File: src/rtl/uart_lcd_text_ctrl_if.sv
// rtl/uart_lcd_text_ctrl_if.sv - byte handshake between the UART RX FIFO and the LCD text controller
interface uart_lcd_text_ctrl_if;
  logic [7:0] in_data;
  logic       in_valid;
  logic       in_ready;

  modport master (output in_data, output in_valid, input in_ready);
  modport slave  (input in_data, input in_valid, output in_ready);
endinterface

File: src/rtl/uart_lcd_text_ctrl.sv
// rtl/uart_lcd_text_ctrl.sv - terminal-style HD44780 text controller fed from the UART RX FIFO
module uart_lcd_text_ctrl #(
  parameter int COLS        = 16,
  parameter int ROWS        = 2,
  parameter int POWERUP_CYC = 1_000_000,
  parameter int EN_CYC      = 25,
  parameter int CMD_CYC     = 2_500,
  parameter int CLR_CYC     = 100_000,
  localparam int RW         = (ROWS > 2) ? 2 : 1,
  localparam int CW         = $clog2(COLS + 1)
) (
  input  logic                  clk_50MHz,
  input  logic                  reset,
  uart_lcd_text_ctrl_if.slave   in_if,
  output logic [7:0]            data_lcd,
  output logic                  rs,
  output logic                  rw,
  output logic                  enable,
  output logic                  busy,
  output logic [RW-1:0]         cursor_row,
  output logic [CW-1:0]         cursor_col
);

  typedef enum logic [2:0] {
    S_PWRUP, S_INIT, S_IDLE, S_DECODE, S_SETUP, S_PULSE, S_HOLD
  } state_t;

  state_t        state_q, state_d;
  logic [31:0]   cnt_q, cnt_d;
  logic [7:0]    byte_q, byte_d;
  logic          op_rs_q, op_rs_d;
  logic [7:0]    op_data_q, op_data_d;
  logic          pend_q, pend_d;
  logic [7:0]    pend_data_q, pend_data_d;
  logic [2:0]    init_idx_q, init_idx_d;
  logic [RW-1:0] row_q, row_d;
  logic [CW-1:0] col_q, col_d;
  logic [7:0]    data_lcd_q, data_lcd_d;
  logic          rs_q, rs_d;
  logic          enable_q, enable_d;
  logic          in_ready_q, in_ready_d;
  logic          busy_q, busy_d;

  logic          hs;
  logic [31:0]   hold_last;
  logic [RW-1:0] nr;

  function automatic logic [7:0] set_addr(input logic [RW-1:0] r, input logic [CW-1:0] c);
    logic [7:0] base;
    case (int'(r))
      1:       base = 8'h40;
      2:       base = 8'(COLS);
      3:       base = 8'(64 + COLS);
      default: base = 8'h00;
    endcase
    return 8'h80 | (base + 8'(c));
  endfunction

  function automatic logic [RW-1:0] next_row(input logic [RW-1:0] r);
    if (ROWS == 1 || int'(r) == ROWS - 1) return '0;
    return r + RW'(1);
  endfunction

  assign hs        = in_if.in_valid && in_ready_q;
  assign hold_last = (op_data_q == 8'h01 && !op_rs_q) ? 32'(CLR_CYC - 1) : 32'(CMD_CYC - 1);

  always_comb begin
    state_d     = state_q;
    cnt_d       = cnt_q;
    byte_d      = byte_q;
    op_rs_d     = op_rs_q;
    op_data_d   = op_data_q;
    pend_d      = pend_q;
    pend_data_d = pend_data_q;
    init_idx_d  = init_idx_q;
    row_d       = row_q;
    col_d       = col_q;
    nr          = next_row(row_q);

    case (state_q)
      S_PWRUP: begin
        if (cnt_q == 32'(POWERUP_CYC - 1)) begin
          cnt_d   = '0;
          state_d = S_INIT;
        end else begin
          cnt_d = cnt_q + 32'd1;
        end
      end
      S_INIT: begin
        op_rs_d = 1'b0;
        case (init_idx_q)
          3'd0:    op_data_d = 8'h38;
          3'd1:    op_data_d = 8'h0C;
          3'd2:    op_data_d = 8'h01;
          default: op_data_d = 8'h06;
        endcase
        init_idx_d = init_idx_q + 3'd1;
        state_d    = S_SETUP;
      end
      S_IDLE: begin
        if (hs) begin
          byte_d  = in_if.in_data;
          state_d = S_DECODE;
        end
      end
      S_DECODE: begin
        state_d = S_IDLE;
        op_rs_d = 1'b0;
        if (byte_q >= 8'h20 && byte_q <= 8'h7E) begin
          op_rs_d   = 1'b1;
          op_data_d = byte_q;
          state_d   = S_SETUP;
          // Wrap queues a set-address so the LCD's own address counter follows the cursor.
          if (col_q + CW'(1) == CW'(COLS)) begin
            col_d       = '0;
            row_d       = nr;
            pend_d      = 1'b1;
            pend_data_d = set_addr(nr, '0);
          end else begin
            col_d = col_q + CW'(1);
          end
        end else begin
          case (byte_q)
            8'h0D: begin
              col_d     = '0;
              op_data_d = set_addr(row_q, '0);
              state_d   = S_SETUP;
            end
            8'h0A: begin
              row_d     = nr;
              col_d     = '0;
              op_data_d = set_addr(nr, '0);
              state_d   = S_SETUP;
            end
            8'h08: begin
              if (col_q != '0) begin
                col_d     = col_q - CW'(1);
                op_data_d = set_addr(row_q, col_q - CW'(1));
                state_d   = S_SETUP;
              end
            end
            8'h0C: begin
              row_d     = '0;
              col_d     = '0;
              op_data_d = 8'h01;
              state_d   = S_SETUP;
            end
            default: state_d = S_IDLE;
          endcase
        end
      end
      S_SETUP: begin
        cnt_d   = '0;
        state_d = S_PULSE;
      end
      S_PULSE: begin
        if (cnt_q == 32'(EN_CYC - 1)) begin
          cnt_d   = '0;
          state_d = S_HOLD;
        end else begin
          cnt_d = cnt_q + 32'd1;
        end
      end
      S_HOLD: begin
        if (cnt_q == hold_last) begin
          cnt_d = '0;
          if (init_idx_q != 3'd4) begin
            state_d = S_INIT;
          end else if (pend_q) begin
            op_rs_d   = 1'b0;
            op_data_d = pend_data_q;
            pend_d    = 1'b0;
            state_d   = S_SETUP;
          end else begin
            state_d = S_IDLE;
          end
        end else begin
          cnt_d = cnt_q + 32'd1;
        end
      end
      default: state_d = S_PWRUP;
    endcase

    // Pin outputs are registered one cycle behind the state they reflect.
    in_ready_d = (state_q == S_IDLE) && !hs;
    busy_d     = !in_ready_d;
    enable_d   = (state_q == S_PULSE);
    data_lcd_d = (state_q == S_SETUP) ? op_data_q : data_lcd_q;
    rs_d       = (state_q == S_SETUP) ? op_rs_q : rs_q;
  end

  always_ff @(posedge clk_50MHz or negedge reset) begin
    if (!reset) begin
      state_q     <= S_PWRUP;
      cnt_q       <= '0;
      byte_q      <= '0;
      op_rs_q     <= 1'b0;
      op_data_q   <= '0;
      pend_q      <= 1'b0;
      pend_data_q <= '0;
      init_idx_q  <= '0;
      row_q       <= '0;
      col_q       <= '0;
      data_lcd_q  <= '0;
      rs_q        <= 1'b0;
      enable_q    <= 1'b0;
      in_ready_q  <= 1'b0;
      busy_q      <= 1'b1;
    end else begin
      state_q     <= state_d;
      cnt_q       <= cnt_d;
      byte_q      <= byte_d;
      op_rs_q     <= op_rs_d;
      op_data_q   <= op_data_d;
      pend_q      <= pend_d;
      pend_data_q <= pend_data_d;
      init_idx_q  <= init_idx_d;
      row_q       <= row_d;
      col_q       <= col_d;
      data_lcd_q  <= data_lcd_d;
      rs_q        <= rs_d;
      enable_q    <= enable_d;
      in_ready_q  <= in_ready_d;
      busy_q      <= busy_d;
    end
  end

  assign in_if.in_ready = in_ready_q;
  assign data_lcd       = data_lcd_q;
  assign rs             = rs_q;
  assign rw             = 1'b0;
  assign enable         = enable_q;
  assign busy           = busy_q;
  assign cursor_row     = row_q;
  assign cursor_col     = col_q;

endmodule
File: src/flat_wrapper.sv
// flat-port wrapper written by rule: the top's interface ports become plain ports
module uart_lcd_text_ctrl_flat 
#(
  parameter int COLS        = 16,
  parameter int ROWS        = 2,
  parameter int POWERUP_CYC = 1_000_000,
  parameter int EN_CYC      = 25,
  parameter int CMD_CYC     = 2_500,
  parameter int CLR_CYC     = 100_000,
  localparam int RW         = (ROWS > 2) ? 2 : 1,
  localparam int CW         = $clog2(COLS + 1)
)
  (clk_50MHz, reset, data_lcd, rs, rw, enable, busy, cursor_row, cursor_col, in_if_in_data, in_if_in_valid, in_if_in_ready);
  uart_lcd_text_ctrl_if in_if_i ();
  input  logic clk_50MHz;
  input  logic reset;
  output logic [7:0] data_lcd;
  output logic rs;
  output logic rw;
  output logic enable;
  output logic busy;
  output logic [RW-1:0] cursor_row;
  output logic [CW-1:0] cursor_col;
  input wire logic [$bits(in_if_i.in_data)-1:0] in_if_in_data;
  input wire logic [$bits(in_if_i.in_valid)-1:0] in_if_in_valid;
  output wire logic [$bits(in_if_i.in_ready)-1:0] in_if_in_ready;
  assign in_if_i.in_data = in_if_in_data;
  assign in_if_i.in_valid = in_if_in_valid;
  assign in_if_in_ready = in_if_i.in_ready;
  uart_lcd_text_ctrl #(.COLS(COLS), .ROWS(ROWS), .POWERUP_CYC(POWERUP_CYC), .EN_CYC(EN_CYC), .CMD_CYC(CMD_CYC), .CLR_CYC(CLR_CYC)) u_core (.clk_50MHz(clk_50MHz), .reset(reset), .in_if(in_if_i), .data_lcd(data_lcd), .rs(rs), .rw(rw), .enable(enable), .busy(busy), .cursor_row(cursor_row), .cursor_col(cursor_col));
endmodule
File: config.mk
export PLATFORM = sky130hd
export DESIGN_NAME = uart_lcd_text_ctrl_flat
export DESIGN_NICKNAME = d
export VERILOG_FILES = /design/src/rtl/uart_lcd_text_ctrl_if.sv /design/src/rtl/uart_lcd_text_ctrl.sv /design/src/flat_wrapper.sv
export SDC_FILE = /design/constraint.sdc
export NUM_CORES = 1
export LEC_CHECK = 0
export CORE_ASPECT_RATIO = 1.1
export CORE_MARGIN = 4
export CORE_UTILIZATION = 50
export CTS_CLUSTER_SIZE = 12
export DETAILED_ROUTE_END_ITERATION = 16
export PLACE_DENSITY_LB_ADDON = 0.2
export SYNTH_ARGS = -nofsm -noshare
export SYNTH_HDL_FRONTEND = slang
export SYNTH_SLANG_ARGS = --single-unit
File: constraint.sdc
create_clock -name clk_50MHz -period 7.38 [get_ports clk_50MHz]
set_input_delay 1.476 -clock clk_50MHz [delete_from_list [all_inputs] [get_ports clk_50MHz]]
set_output_delay 1.476 -clock clk_50MHz [all_outputs]
set_load 0.1 [all_outputs]
Word level (Yosys, flattened, before mapping)
Index checks and enable logic that the tools add are counted.
{"block": "totals", "ram_bits": 0, "romBits": 0, "latch_bits": 0, "mem_count": 0, "reg_bits": 82}
{"block": "op_classes", "order_cmp": 2, "mux": 49, "n_div": 0, "eq_ne": 30, "n_addsub": 6, "mul": 0, "shift": 0, "reduce_logical": 24, "bitwise": 0}
{"operator": "$pmux 32 s4", "n": 1}
{"operator": "$mux 32", "n": 3}
{"operator": "$mux 7", "n": 6}
{"operator": "$mux 8", "n": 5}
{"operator": "$add 32x1->32 const B", "n": 1}
{"operator": "$eq 32x20->1 const B", "n": 1}
{"operator": "$eq 32x32->1", "n": 1}
{"operator": "$eq 32x5->1 const B", "n": 1}
{"operator": "$eq 8x4->1 const B", "n": 4}
{"operator": "$pmux 8 s4", "n": 1}
{"operator": "$mux 3", "n": 8}
{"operator": "$pmux 8 s3", "n": 1}
{"operator": "$pmux 3 s7", "n": 1}
{"operator": "$pmux 6 s3", "n": 1}
{"operator": "$mux 17", "n": 1}
{"operator": "$mux 5", "n": 3}
{"operator": "$mux 1", "n": 13}
{"operator": "$ne 2x1->1 const B", "n": 6}
{"operator": "$pmux 5 s2", "n": 1}
{"operator": "$eq 3x2->1 const B", "n": 3}
{"operator": "$eq 3x3->1 const B", "n": 3}
{"operator": "$reduce_and 3->1", "n": 3}
{"operator": "$reduce_bool 3->1", "n": 3}
{"operator": "$eq 8x1->1 const B", "n": 1}
{"operator": "28 further kinds", "n": 39}

Longest topological paths before layout
Gate-level depths: netlist (run 1).
{"block": "depth", "word_depth": 10, "depth_mapped": 9, "ltp_nobuf": 8}

Least setup slack after synthesis (run 1)
No wires, ideal clock.
{"block": "synth_timing", "path_type": "flip-flop to flip-flop", "from": "register u_core.col_q[0] (netlist: u_core.cursor_col[0])", "to": "register u_core.op_data_q[1]", "n_path_buf": 2, "slack_ns": 4.735, "arrival_time_ns": 2.520, "setup_time_ns": 0.125, "period_less_slack_ns": 2.645, "stages_incl_launch_ff": 10, "cell_sequence": "dfrtp_1 > clkbuf_1 > inv_1 > ha_1 > a311oi_1 > o21ai_0 > nand2_1 > and2_1 > buf_2 > mux2_2"}
{"block": "synth_via", "elab_chain_len": 6, "elab_cells_between_ends": 9, "classes_between": "add/sub (2); eq/ne (1); mux (4); reduce/logical (2)"}
{"item": "start, declared", "line": "uart_lcd_text_ctrl.sv:37", "text": "logic [CW-1:0] col_q, col_d;"}
{"item": "start signal, assigned", "line": "uart_lcd_text_ctrl.sv:219", "text": "col_q <= col_d;"}
{"item": "$sub 5x1->5", "line": "uart_lcd_text_ctrl.sv:138", "text": "op_data_d = set_addr(row_q, col_q - CW'(1));"}
{"item": "$add 7x5->7", "line": "uart_lcd_text_ctrl.sv:56", "text": "return 8'h80 | (base + 8'(c));"}
{"item": "$mux 8", "line": "uart_lcd_text_ctrl.sv:136", "text": "if (col_q != '0) begin"}
{"item": "$pmux 8 s4", "line": "uart_lcd_text_ctrl.sv:123", "text": "case (byte_q)"}
{"item": "$mux 8", "line": "uart_lcd_text_ctrl.sv:109", "text": "if (byte_q >= 8'h20 && byte_q <= 8'h7E) begin"}
{"item": "$pmux 8 s3", "line": "uart_lcd_text_ctrl.sv:80", "text": "case (state_q)"}
{"item": "end signal, assigned", "line": "uart_lcd_text_ctrl.sv:214", "text": "op_data_q <= op_data_d;"}
{"item": "end, declared", "line": "uart_lcd_text_ctrl.sv:32", "text": "logic [7:0] op_data_q, op_data_d;"}
Parallel ways exist; a longest one is shown, timed or not. The select of a mux whose other input is x is not followed.
A chain may end at the register's enable or synchronous reset.

Worst setup path after layout (run 1)
{"block": "layout_timing", "from": "register u_core.col_q[2] (netlist: u_core.cursor_col[2])", "to": "output port cursor_col[2]"}
{"item": "end, declared", "line": "flat_wrapper.sv:23", "text": "output logic [CW-1:0] cursor_col;"}
No word-level cell between the ends.

==> results of run 1 <==
## per-layer routing
layer  vias up  part of all wire  GRT usage
li1       1821                 -          -
met1      1819              0.44      0.266
met2        99              0.49      0.342
met3        27             0.037     0.0351
met4         0             0.031     0.0900
met5         -                 0          0
## cell usage in the layout, fill, tap and decap left out, types with 4 or more instances in the layout
master            n
o21ai_0          38
and3_1            9
o31ai_1           4
nand4_1          14
clkbuf_8         10
clkdlybuf4s50_1  27
dfrtp_1          75
nor3_1           16
o22ai_1           4
nand2b_1          5
o211ai_1          4
a31oi_1           7
nor2_1           29
nand2_1          47
and4_1            4
a21o_1            7
and2_1            8
nor2b_1           5
mux2i_1           7
a21oi_1          32
nor4_1            9
ha_1              9
mux2_2           25
nor3b_1           6
nand3_1          20
inv_1            27
or3_1            17
## report_power, final
part	switching (uW)	leakage, uW	internal, uW
logic	703	0.000990	323
registers	130	0.000998	510
clock network	169	0.000117	203
total	1000	0.00211	1040
## stage by stage
step	power, uW	hold slack (ps)
floorplan	1440	435
global placement	1650	481
detailed placement	1670	486
CTS	2040	505
global route	2180	513
finish	2040	504
## logic make-up (layout without fill, tap and decap cells)
group | Yosys count | in the layout | synth area share
adder cells (fa/ha/maj) | 9 | 9 | 0.0254
buffers and inverters | 50 | 72 | 0.0482
AND/OR/NAND/NOR | 204 | 204 | 0.248
AO/OA/AOI/OAI | 117 | 117 | 0.158
multiplexers | 32 | 32 | 0.0792
flip-flops | 76 | 76 | 0.429
XOR/XNOR | 6 | 6 | 0.0118
other | 1 | 1 | 0.000845
## sequential cells by signal, indices dropped and copies added, names as in the netlist
signal                 flops
u_core.pend_data_q         2
u_core.rs                  1
u_core.data_lcd            8
u_core.enable              1
u_core.op_rs_q             1
u_core.cnt_q              32
u_core.cursor_col          5
u_core.byte_q              8
u_core.cursor_row          1
u_core.op_data_q           8
u_core.pend_q              1
u_core.init_idx_q          3
u_core.in_if.in_ready      1
u_core.state_q             3
u_core.busy                1
## area by class of cell
type	instances	area, um2
timing repair buffer	28	278
sequential	76	1900
inverter	28	105
clock inverter	6	95.1
fill	766	3520
tap	111	139
multi-input combinational	369	2320
clock buffer	10	138
## final timing paths
| check | from | endpoint | slack (ps) | cells after the start |
|---|---|---|---|---|
| max | u_core.cursor_col[2] | cursor_col[2] | 3780 | 1 |
| min in group asynchronous | reset | u_core.cursor_col[2] | 1230 | 1 |
| min reg2reg | u_core.pend_data_q[7] | u_core.pend_data_q[7] | 500 | 1 |
| max in group asynchronous | reset | u_core.cursor_col[3] | 5490 | 1 |
| min | u_core.pend_data_q[7] | u_core.pend_data_q[7] | 500 | 1 |
| max reg2reg | u_core.cnt_q[11] | u_core.cnt_q[15] | 4450 | 7 |
==> summary.md, run 1 <==
| Metric | Value |
|---|---|
| Status | `finished clean` |
| Die ar. | `0.0104 mm2` |
| Syn_nets | `515` |
| Seq/Total Area, Yosys | `0.429` |
| Count leader, synth | `dfrtp_1` |
| Setup tns final | `0 ps` |
| CP Class | `reg2out` |
| Worst-path clk slew | `80 ps` |
| Vias in the first global route | `3693` |
| Rows | `35` |
| Via density | `6.00` |
| CTS Root Cell | `clkbuf_8` |
| Final Max Slew Viols | `0` |
| Max-slew headroom | `0.279` |
| Synthesis Warnings | `0` |
| Number of max-cap violations | `0` |
| Leakage | `0.00211 uW` |
| Fin cells | `628` |
| TritonRoute pass-1 iters | `5` |
| Core area | `0.00850 mm2` |
| Pwr/cell area | `409 mW/mm2` |
| Req. time, crit path | `5900 ps` |
| Total gr overflow | `0` |
| Crit-path leading delay family | `buffers and inverters` |
| CTS tree | `built` |
| Tcrit/Tclk final | `0.487` |
| DRC | `0` |
| Die width | `97.8 um` |
| Final core utilization | `0.586` |
| Slowest-stage cell, CP | `clkdlybuf4s50_1` |
| Worst Setup Start Kind | `flop` |
| Drt wl/cell | `16.2 um` |
| Nets | `532` |
| Worst min-delay path class | `reg2reg` |
| Number of synthesized register bits | `76` |
| Max Fclk | `278 MHz` |
| Final GP Congestion | `0.950` |
| WL final | `10.2 mm` |
| Largest net degree at the start of global routing | `77` |
| Final ANT Viol Nets | `0` |
| Port Buffers | `28` |
| Area Growth Syn to Fin | `12.2%` |
| Hold buffers post-CTS | `0` |
| Cell area after synthesis | `0.00444 mm2` |
| Fin area | `0.00498 mm2` |
| DP HPWL | `7.16 mm` |
| CP max stage delay | `1200 ps` |
| Via count | `3766` |
| Critical Path AT | `2120 ps` |
| Layout Skew | `7.05 ps` |
| Top FF cell, synth | `dfrtp_1` |
| Number of synthesized flops with an enable pin | `0` |
| Place WS | `4190 ps` |
| VDD IR max | `0.152 mV` |
| First-pass GRT wire length | `17.8 mm` |
| Max Buffers Root-to-Sink | `2` |
| Worst skew pair latency | `360 ps` |
| Area leader, netlist | `dfrtp_1` |
| Synthesized instance count | `495` |
| Final setup viols | `0` |
| Critical-path cell list | `clkdlybuf4s50_1` |
| Placed insts | `612` |
| Synth area leaders | `dfrtp_1 42%, mux2_2 6.3%, o21ai_0 4.3%, nand2_1 4.0%, a21oi_1 3.6%` |
| Antenna violations before repair | `0` |
| Ports | `30` |
| Setup ws final | `3780 ps` |
| Placed Area | `0.00475 mm2` |
| Top cell type's share of synthesized area | `0.423` |
| Actual slew at the worst max-slew pin | `1080 ps` |
| Final Hold Viols | `0` |
| Iteration-0 DRC Markers | `211` |
| # diodes | `0` |
| Distinct cells, synth | `58` |
| Post-synth ARST share | `1.00` |
| Syn avg cell area | `8.97 um2` |
| WP buf/inv | `1` |
| Worst setup EP type | `primary output` |
| RSZ-0062 raised after global routing | `no` |
| CTS sink count | `76` |
| H-Tree Depth | `3` |
| Minimum clock period | `3600 ps` |
| Post-CTS setup buffers | `0` |
| Die span in y | `107 um` |
| Post-CTS resize count | `0` |
| Crit-path max FO | `11` |
| List of most frequent post-synthesis cells | `75 x dfrtp_1, 47 x nand2_1, 38 x o21ai_0, 32 x a21oi_1, 29 x nor2_1` |
| Total Routing Usage GR | `0.207` |
| Total CTS buffers | `9` |
| Starting Density | `0.522` |
| Layout cells sized above 1 | `0.103` |
No activity file was read; power rests on OpenSTA's default activity.
==> run 2: changes to the inputs <==
- clock period: 7.38 -> 3.5 ns (I/O delays scaled with it)
==> run 2 against run 1 <==
  * Clock power up 110%
  * Global-route usage is 0.26 points lower
  * Final cell count rose by 0.32%
  * Die area is the same
  * Combinational power increased by 110%
  * Register-to-register slack worse by 3900 ps
  * Sequential power up 110%
  * Count of clock-buffer cells in the layout unchanged
  * Critical path depth is 6 higher
  * Non-clock buffer count increased by 2
  * Worst hold slack worse by 30 ps
  * Critical path type is now reg2reg
  * Critical endpoint is now u_core.cnt_q[15]
  * Largest cell class unchanged
==> summary.md, run 2 (same netlist as run 1, synthesis figures left out) <==
| Metric | Value |
|---|---|
| Tcrit/Tclk final | `0.831` |
| CTS tree | `built` |
| R2r startpoint | `u_core.cnt_q[11]` |
| Leakage | `0.00212 uW (+0.64%)` |
| Critical-path cell list | `or3_4, or4_4, nor4_2, or4_4, nand3_2, nand3b_1, a21bo_2` |
| H-Tree Depth | `3 (unchanged)` |
| Placed insts | `614 (+0.33%)` |
| Die width | `97.8 um (unchanged)` |
| Vias in the first global route | `3677 (-0.43%)` |
| Die span in y | `107 um (unchanged)` |
| Layout cells sized above 1 | `0.119 (+0.0169)` |
| Worst-path clk slew | `90 ps (about the same)` |
| Final GP Congestion | `0.871 (-8.3%)` |
| # diodes | `0 (unchanged)` |
| Worst setup EP type | `flop` |
| Hold buffers post-CTS | `0 (unchanged)` |
| Via count | `3796 (+0.80%)` |
| Worst min-delay path class | `reg2reg` |
| Hold Slack | `475 ps (-29.7 ps)` |
| Crit-path max FO | `28 (+17)` |
| Starting Density | `0.522 (unchanged)` |
| Final Hold Viols | `0 (unchanged)` |
| Worst Setup Start Kind | `flop` |
| Fin cells | `630 (+0.32%)` |
| Total gr overflow | `0 (unchanged)` |
| Pwr/cell area | `854 mW/mm2 (+110%)` |
| Max Fclk | `344 MHz` |
| Hold Crit Start | `u_core.pend_data_q[7]` |
| Most frequent CP cell | `or4_4` |
| WL final | `10.3 mm (+0.85%)` |
| First-pass GRT wire length | `17.6 mm (-1.2%)` |
| Layout Skew | `12.3 ps (+5.25 ps)` |
| Post-CTS setup buffers | `0 (unchanged)` |
| Iteration-0 DRC Markers | `149 (-29%)` |
| RSZ-0062 raised after global routing | `no` |
| Net switching power figure | `2080 uW (+110%)` |
| DP HPWL | `7.07 mm (-1.3%)` |
| Slowest-stage cell, CP | `dfrtp_1` |
| Most frequent cells in the layout | `75 x dfrtp_1, 47 x nand2_1, 38 x o21ai_0` |
| Most common cell after layout, fill and taps aside | `dfrtp_1` |
| Post-CTS resize count | `0 (unchanged)` |
| DRC | `0 (unchanged)` |
| Total power | `4250 uW (+110%)` |
| CP Class | `reg2reg` |
| Comb pwr share | `0.499 (-0.005)` |
| Total Routing Usage GR | `0.204 (-0.00255)` |
| Core area | `0.00850 mm2 (unchanged)` |
| Final Max Slew Viols | `0 (unchanged)` |
| VDD IR max | `0.292 mV (+92%)` |
| Antenna violations before repair | `0 (unchanged)` |
| Max Buffers Root-to-Sink | `2 (unchanged)` |
| Critical Path AT | `3140 ps (+1020 ps)` |
| Die ar. | `0.0104 mm2 (unchanged)` |
| Sequential power share | `0.318 (+0.004)` |
| Status | `finished clean` |
| Crit-path leading delay family | `simple AND/OR/NAND/NOR gates` |
| TritonRoute pass-1 iters | `5 (unchanged)` |
| Worst skew pair latency | `350 ps (about the same)` |
| Max reg flops | `32 (unchanged)` |
| Crit path from | `u_core.cnt_q[11]` |
| Final ANT Viol Nets | `0 (unchanged)` |
| Pint | `2170 uW (+110%)` |
| Via density | `6.03 (+0.48%)` |
| Total CTS buffers | `9 (unchanged)` |
| Ports | `30 (unchanged)` |
| CTS sink count | `76 (unchanged)` |
| Minimum clock period | `2910 ps` |
| Drt wl/cell | `16.3 um (+0.53%)` |
| Nets | `534 (+0.38%)` |
| Port Buffers | `28 (unchanged)` |
| Actual slew at the worst max-slew pin | `1020 ps (-65.7 ps)` |
| Number of max-cap violations | `0 (unchanged)` |
| Sw frac | `0.489 (-0.00241)` |
| Req. time, crit path | `3740 ps (-2160 ps)` |
| Final setup viols | `0 (unchanged)` |
| WP buf/inv | `0 (-1)` |
| Setup tns final | `0 ps (unchanged)` |
| CTS Root Cell | `clkbuf_8` |
| Clock power share | `0.183 (about the same)` |
| Area Growth Syn to Fin | `12.1% (about the same)` |
| Max-slew headroom | `0.323 (+0.0438)` |
| Largest net degree at the start of global routing | `77 (unchanged)` |
| Reg with most FFs | `u_core.cnt_q` |
| CP max stage delay | `480 ps (-720 ps)` |
| Rows | `35 (unchanged)` |
[run 2: layout make-up]
| cell class | instances | area, um2 |
|---|---|---|
| repair buffers | 30 | 275 |
| fillers | 756 | 3520 |
| multi-input cells | 369 | 2320 |
| flip-flops and latches | 76 | 1900 |
| well taps | 111 | 139 |
| inverters | 28 | 105 |
| clock buffers | 10 | 138 |
| clock inverters | 6 | 93.8 |
[run 2: routing by layer]
| layer | track usage | wire length [um] | vias up |
|---|---|---|---|
| li1 | - | - | 1829 |
| met1 | 0.259 | 4480 | 1857 |
| met2 | 0.353 | 5180 | 91 |
| met3 | 0.0293 | 402 | 19 |
| met4 | 0.0752 | 223 | 0 |
| met5 | 0 | 0 | - |
[run 2: power groups by stage]
stage / Combinational (uW) / Sequential, uW / Clock (uW)
6_report: 2120 / 1350 / 777
5_1_grt: 2330 / 1390 / 833
4_1_cts: 2140 / 1350 / 793
3_5_place_dp: 2130 / 1360 / 0
3_3_place_gp: 2090 / 1350 / 0
2_1_floorplan: 1250 / 1780 / 0
[run 2: metrics by stage]
stage	setup slack, ps	utilization	instance area (um2)
2_1_floorplan	855	-	4440
3_3_place_gp	660	0.558	4740
3_5_place_dp	574	0.558	4740
4_1_cts	560	0.586	4970
5_1_grt	345	0.586	4970
6_report	593	0.586	4970
[run 2: final timing paths]
kind / endpoint / slack (ps) / cells past startpoint
worst max-delay path: u_core.cnt_q[15] / 590 / 7
worst min-delay path: u_core.pend_data_q[7] / 470 / 1
worst max register to register: u_core.cnt_q[15] / 590 / 7
worst min register to register: u_core.pend_data_q[7] / 470 / 1
max in group asynchronous: u_core.cursor_col[1] / 2380 / 1
min in group asynchronous: u_core.byte_q[6] / 480 / 1
